**src/rtl/keypad_emulator.sv**
```systemverilog
// Keypad matrix emulator: plays one press/release of a hex key into a
// row/column scanner. Each press has a contact-bounce phase, then a clean
// hold phase, then a release-bounce phase. Bounce is driven by an 8-bit LFSR.
// The row lines follow the live column drive combinationally, as a real
// pulled-up keypad matrix would.
module keypad_emulator #(
  parameter int          BOUNCE_CYCLES = 64,
  parameter logic [7:0]  LFSR_SEED     = 8'hA5
) (
  input  logic        clk,
  input  logic        nrst,
  input  logic [3:0]  col_n,
  input  logic        press_req,
  input  logic [3:0]  key_code,
  input  logic [15:0] hold_cycles,
  output logic [3:0]  row_n,
  output logic        busy,
  output logic        done
);

  // The counter holds up to the longest phase, so it never wraps.
  localparam int CNT_W = $clog2(65535 + BOUNCE_CYCLES + 1);
  localparam logic [CNT_W-1:0] BOUNCE_LAST =
    CNT_W'((BOUNCE_CYCLES > 0) ? BOUNCE_CYCLES - 1 : 0);

  localparam logic [1:0] S_IDLE         = 2'd0;
  localparam logic [1:0] S_PRESS_BOUNCE = 2'd1;
  localparam logic [1:0] S_HELD         = 2'd2;
  localparam logic [1:0] S_REL_BOUNCE   = 2'd3;

  logic [1:0]       state_reg,   state_next;
  logic [CNT_W-1:0] cnt_reg,     cnt_next;
  logic [15:0]      hold_reg,    hold_next;
  logic [1:0]       row_idx_reg, row_idx_next;
  logic [1:0]       col_idx_reg, col_idx_next;
  logic [7:0]       lfsr_reg,    lfsr_next;
  logic             contact_reg, contact_next;
  logic             busy_reg,    busy_next;
  logic             done_reg,    done_next;

  logic [CNT_W-1:0] hold_last;
  logic             in_bounce;
  logic             lfsr_fb;
  logic             col_hit;

  // Key position in the matrix, packed as {row, col}.
  function automatic logic [3:0] decode_key(input logic [3:0] code);
    logic [3:0] rc;
    case (code)
      4'h1:    rc = {2'd0, 2'd0};
      4'h2:    rc = {2'd0, 2'd1};
      4'h3:    rc = {2'd0, 2'd2};
      4'hA:    rc = {2'd0, 2'd3};
      4'h4:    rc = {2'd1, 2'd0};
      4'h5:    rc = {2'd1, 2'd1};
      4'h6:    rc = {2'd1, 2'd2};
      4'hB:    rc = {2'd1, 2'd3};
      4'h7:    rc = {2'd2, 2'd0};
      4'h8:    rc = {2'd2, 2'd1};
      4'h9:    rc = {2'd2, 2'd2};
      4'hC:    rc = {2'd2, 2'd3};
      4'hE:    rc = {2'd3, 2'd0};
      4'h0:    rc = {2'd3, 2'd1};
      4'hF:    rc = {2'd3, 2'd2};
      default: rc = {2'd3, 2'd3};  // 4'hD
    endcase
    return rc;
  endfunction

  // A hold of zero still gives one clean held cycle.
  assign hold_last = (hold_reg == 16'd0) ? '0 : CNT_W'(hold_reg - 16'd1);
  assign in_bounce = (state_reg == S_PRESS_BOUNCE) || (state_reg == S_REL_BOUNCE);
  // Fibonacci feedback for x^8 + x^6 + x^5 + x^4 + 1.
  assign lfsr_fb   = lfsr_reg[7] ^ lfsr_reg[5] ^ lfsr_reg[4] ^ lfsr_reg[3];

  // Sequence FSM: phase transitions, phase counter and request latching.
  always_comb begin
    state_next   = state_reg;
    cnt_next     = cnt_reg;
    hold_next    = hold_reg;
    row_idx_next = row_idx_reg;
    col_idx_next = col_idx_reg;
    case (state_reg)
      S_IDLE: begin
        if (press_req) begin
          hold_next                    = hold_cycles;
          {row_idx_next, col_idx_next} = decode_key(key_code);
          cnt_next                     = '0;
          state_next = (BOUNCE_CYCLES == 0) ? S_HELD : S_PRESS_BOUNCE;
        end
      end
      S_PRESS_BOUNCE: begin
        if (cnt_reg == BOUNCE_LAST) begin
          cnt_next   = '0;
          state_next = S_HELD;
        end else begin
          cnt_next = cnt_reg + CNT_W'(1);
        end
      end
      S_HELD: begin
        if (cnt_reg == hold_last) begin
          cnt_next   = '0;
          state_next = (BOUNCE_CYCLES == 0) ? S_IDLE : S_REL_BOUNCE;
        end else begin
          cnt_next = cnt_reg + CNT_W'(1);
        end
      end
      S_REL_BOUNCE: begin
        if (cnt_reg == BOUNCE_LAST) begin
          cnt_next   = '0;
          state_next = S_IDLE;
        end else begin
          cnt_next = cnt_reg + CNT_W'(1);
        end
      end
      default: begin
        state_next = S_IDLE;
      end
    endcase
  end

  // Contact, LFSR and status flags for the cycle that state_next describes.
  // The LFSR advances once per bounce cycle, so during a bounce cycle the
  // registered contact equals the current LFSR bit 0.
  always_comb begin
    lfsr_next = in_bounce ? {lfsr_reg[6:0], lfsr_fb} : lfsr_reg;
    case (state_next)
      S_PRESS_BOUNCE,
      S_REL_BOUNCE: contact_next = lfsr_next[0];
      S_HELD:       contact_next = 1'b1;
      default:      contact_next = 1'b0;
    endcase
    busy_next = (state_next != S_IDLE);
    done_next = (state_reg != S_IDLE) && (state_next == S_IDLE);
  end

  // State registers; reset aborts any sequence without a done pulse.
  always_ff @(posedge clk or negedge nrst) begin
    if (!nrst) begin
      state_reg   <= S_IDLE;
      cnt_reg     <= '0;
      hold_reg    <= '0;
      row_idx_reg <= '0;
      col_idx_reg <= '0;
      lfsr_reg    <= LFSR_SEED;
      contact_reg <= 1'b0;
      busy_reg    <= 1'b0;
      done_reg    <= 1'b0;
    end else begin
      state_reg   <= state_next;
      cnt_reg     <= cnt_next;
      hold_reg    <= hold_next;
      row_idx_reg <= row_idx_next;
      col_idx_reg <= col_idx_next;
      lfsr_reg    <= lfsr_next;
      contact_reg <= contact_next;
      busy_reg    <= busy_next;
      done_reg    <= done_next;
    end
  end

  // The latched column is being driven low by the scanner right now.
  assign col_hit = ~col_n[col_idx_reg];

  // Matrix model: only the latched row can be pulled low, and only while
  // the contact is closed and its column is selected.
  generate
    for (genvar gi = 0; gi < 4; gi++) begin : g_row
      localparam logic [1:0] ROW_ID = 2'(gi);
      assign row_n[gi] = ~(contact_reg && col_hit && (row_idx_reg == ROW_ID));
    end
  endgenerate

  assign busy = busy_reg;
  assign done = done_reg;

endmodule

```
**config.mk**
```make
export PLATFORM = sky130hd
export DESIGN_NAME = keypad_emulator
export DESIGN_NICKNAME = d
export VERILOG_FILES = /design/src/rtl/keypad_emulator.sv
export SDC_FILE = /design/constraint.sdc
export NUM_CORES = 1
export LEC_CHECK = 0
export BUFFER_PORTS_ARGS = -buffer_cell sky130_fd_sc_hd__buf_2
export CAP_MARGIN = 20
export CORE_UTILIZATION = 25
export CTS_BUF_LIST = sky130_fd_sc_hd__clkbuf_2 sky130_fd_sc_hd__clkbuf_4 sky130_fd_sc_hd__clkbuf_8
export CTS_CLUSTER_DIAMETER = 120
export DETAILED_ROUTE_END_ITERATION = 8
export PLACE_DENSITY_LB_ADDON = 0.08
export SYNTH_ARGS = -nofsm -noshare
export SYNTH_HDL_FRONTEND = slang
export SYNTH_SLANG_ARGS = --single-unit
```
**constraint.sdc**
```tcl
create_clock -name clk -period 6.1 [get_ports clk]
set_input_delay 0.61 -clock clk [delete_from_list [all_inputs] [get_ports clk]]
set_output_delay 0.61 -clock clk [all_outputs]
set_load 0.05 [all_outputs]
```
==> impl_metrics.ini <==
[job]
cap_violations = 0

[clock_network]
cts_root_buf = clkbuf_8
hold_buffers = 0
cts-buffers-inserted = 5
cts_max_level = 2
post_cts_buffers = 0
clk_latency_ns = 0.32
cts_max_path_buffers = 2
path_clk_slew_ns = 0.11
ctsResizeCount = 0
clock_sinks = 50
cts_tree = yes

[sta]
period_minus_slack_ns = 3.54
setup_viol = 0
fin_crit_sh_pct = 58.1
finClkSkew_ns = 0.0170
fmax_mhz = 282
rsz0062_at_grt = no
final_hold_viol_count = 0
worst_slew_pin_slew_ns = 0.867
drv_slew = 0
max-slew-margin-rel_pct = 42.0
fin_setup_tns_ns = 0

[cells_and_area]
largest_register_ffs = 17
fillers = 1458
final_cell_mix = nand2_1, dfrtp_1, buf_2, nor2_1, nor3_1
layout-drive-gt1-share_pct = 16.5
diodes = 0
syn2layout_area_growth_pct = 11.7
layout_commonest_cell = nand2_1
final_nets = 447

[route]
antenna_left = 0
wirelength_um = 9730
dr.pass1.iters = 4
drt-initial-drc-count = 151
viasPerCell = 4.99
highest_layer = met4
drcViolationCount = 0
wl_per_cell_um = 16.4
num_vias = 2967
met3WireLength_um = 390
met2WireLength_um = 4420
wl_met1_um = 4810

[critical_path]
cp_top_family = simple AND/OR/NAND/NOR gates
crit_path_end_kind = register
cp_max_fo = 13
critPathRequiredTime_ns = 6.30
cp_cell_sequence = inv_1, ha_1, or3b_1, nor3_1, or3b_2, a41oi_1, or4_4, nor4b_4, or2_2, o211ai_1
cp_slowest_stage_delay_ns = 0.60
cp.arrival_ns = 3.74
crit_buf_inv = 1
worstSetupPathType = register to register
critPathLaunchType = register
slowest_stage = or4_4
reg2reg_slack_ns = 2.56

[worst_hold_path]
worstHoldPathType = primary input to asynchronous set/reset pin

[die]
dieArea_um2 = 14000
core.rowCount = 42
initial_core_util_pct = 25.6
pin_count = 33
fp.coreArea_um2 = 13200
die_x_um = 119
fp.dieH_um = 119

[global_routing]
grt_remaining_overflow = 0
grt_pass1_vias = 2947
antenna_found_initial = 0
grt_pass1_wl_um = 15700
track_usage_pct = 14.3
grt_max_degree = 51

[power_and_ir_drop]
p_sw_uw = 175
p_leak_nw = 1.60
combPwrFrac_pct = 9.4
clock_power_share_pct = 37.7
internal_power_uw = 489
total_power_uw = 663
power_frac_seq_pct = 52.9
peakVddDrop_v = 0.000121
p_sw_share_pct = 26.3
p_per_area_nw_per_um2 = 175

[synthesis]
synth_edf_count = 0
synthCells = 402
synth_ff_type = dfrtp_1
synth.avg_cell_area_um2 = 8.44
synth_area_um2 = 3390
ys_seq_elements = 50
synth.distinct_cells = 66
synth_nets = 432
yosysWarnings = 0
async_reset_ff_share_pct = 100
ys_seq_area_share_pct = 37.0

[place]
io_buffers = 32
place.gp.congestion = 0.787
hpwl_um = 7080

[run_status]
outcome = finished clean
[per-stage QoR]
stage | hold WS [ns] | std cells | area (um^2) | worst slack (ns) | util, %
after floorplan | 0.314 | 402 | 3390 | 3.02 | -
after global placement | 0.486 | 586 | 3670 | 2.54 | 27.7
after detailed placement | 0.493 | 586 | 3670 | 2.55 | 27.7
after CTS | 0.443 | 594 | 3790 | 2.54 | 28.6
after global routing | 0.471 | 594 | 3790 | 2.34 | 28.6
final | 0.418 | 594 | 3790 | 2.56 | 28.6
[cell type report]
class                      instances  area, um^2  area share (%)
clock buffer                       5        68.8            1.82
inverter                           8        30.0           0.792
multi-input combinational        317        1990            52.4
sequential                        50        1260            33.1
tap                              176         220            5.81
timing repair buffer              35         183            4.82
clock inverter                     3        47.5            1.25
[final timing paths]
| path | end | depth (start not counted) | startpoint |
|---|---|---|---|
| min in group clk | hold_reg[15]$_DFFE_PN0P_ | 3 | hold_cycles[15] |
| setup reg to reg | cnt_reg[10]$_DFFE_PN0P_ | 10 | hold_reg[0]$_DFFE_PN0P_ |
| setup / recovery | cnt_reg[10]$_DFFE_PN0P_ | 10 | hold_reg[0]$_DFFE_PN0P_ |
| max in group asynchronous | cnt_reg[15]$_DFFE_PN0P_ | 2 | nrst |
| hold reg to reg | lfsr_reg[0]$_DFF_PN1_ | 2 | lfsr_reg[0]$_DFF_PN1_ |
| hold / removal | cnt_reg[9]$_DFFE_PN0P_ | 2 | nrst |
[worst reg2reg max path, cell delays in order, from the launching register on]
cell,delay (ns)
dfrtp_1,0.42
inv_1,0.13
ha_1,0.29
or3b_1,0.46
nor3_1,0.37
or3b_2,0.19
a41oi_1,0.12
or4_4,0.60
nor4b_4,0.35
or2_2,0.35
o211ai_1,0.14
[per-layer routing]
metal | GRT usage, % | vias up
met5 | 0 | -
met4 | 3.88 | 0
met3 | 2.75 | 10
met2 | 22.9 | 54
met1 | 19.6 | 1425
li1 | - | 1478
[power by group through the flow]
| stage | combinational (mW) | sequential (mW) | clock (mW) |
|---|---|---|---|
| floorplan | 0.0445 | 0.348 | 0 |
| global placement | 0.0634 | 0.357 | 0 |
| detailed placement | 0.0628 | 0.357 | 0 |
| CTS | 0.0633 | 0.351 | 0.268 |
| global route | 0.0709 | 0.353 | 0.277 |
| finish | 0.0622 | 0.351 | 0.250 |
[logic make-up after synthesis]
logic type / count (synthesis) / share of synthesized area [%]
simple gates: 203 / 31.8
compound gates: 78 / 15.6
flops: 50 / 37.0
buf+inv: 35 / 4.46
xor+xnor: 20 / 5.57
mux: 13 / 4.50
fa+ha+maj: 3 / 1.11
[Yosys cell counts, types with 4 or more instances]
cell	number	area share [%]
and4_1	4	1.0
nor3b_1	4	0.88
nand2_1	76	8.4
o21ai_0	11	1.6
inv_1	8	0.88
nor2b_1	5	0.92
nor2_1	22	2.4
dfrtp_1	46	34
nand2b_1	9	1.7
nor4_1	9	1.7
mux2i_1	4	1.2
or2_2	5	0.92
nand4_1	8	1.5
nor3_1	16	2.4
clkbuf_1	21	2.3
dfstp_2	4	3.1
nor4b_1	4	1.0
o211ai_1	6	1.3
nand3_1	8	1.2
o21ai_1	10	1.5
a21oi_1	10	1.5
a31oi_1	4	0.74
xnor2_1	10	2.6
mux2_2	8	2.7
a21o_1	4	0.88
and3_1	9	1.7
or3_1	8	1.5
o31ai_1	5	1.1
xor2_1	9	2.3
No activity file was read; power rests on OpenSTA's default activity.
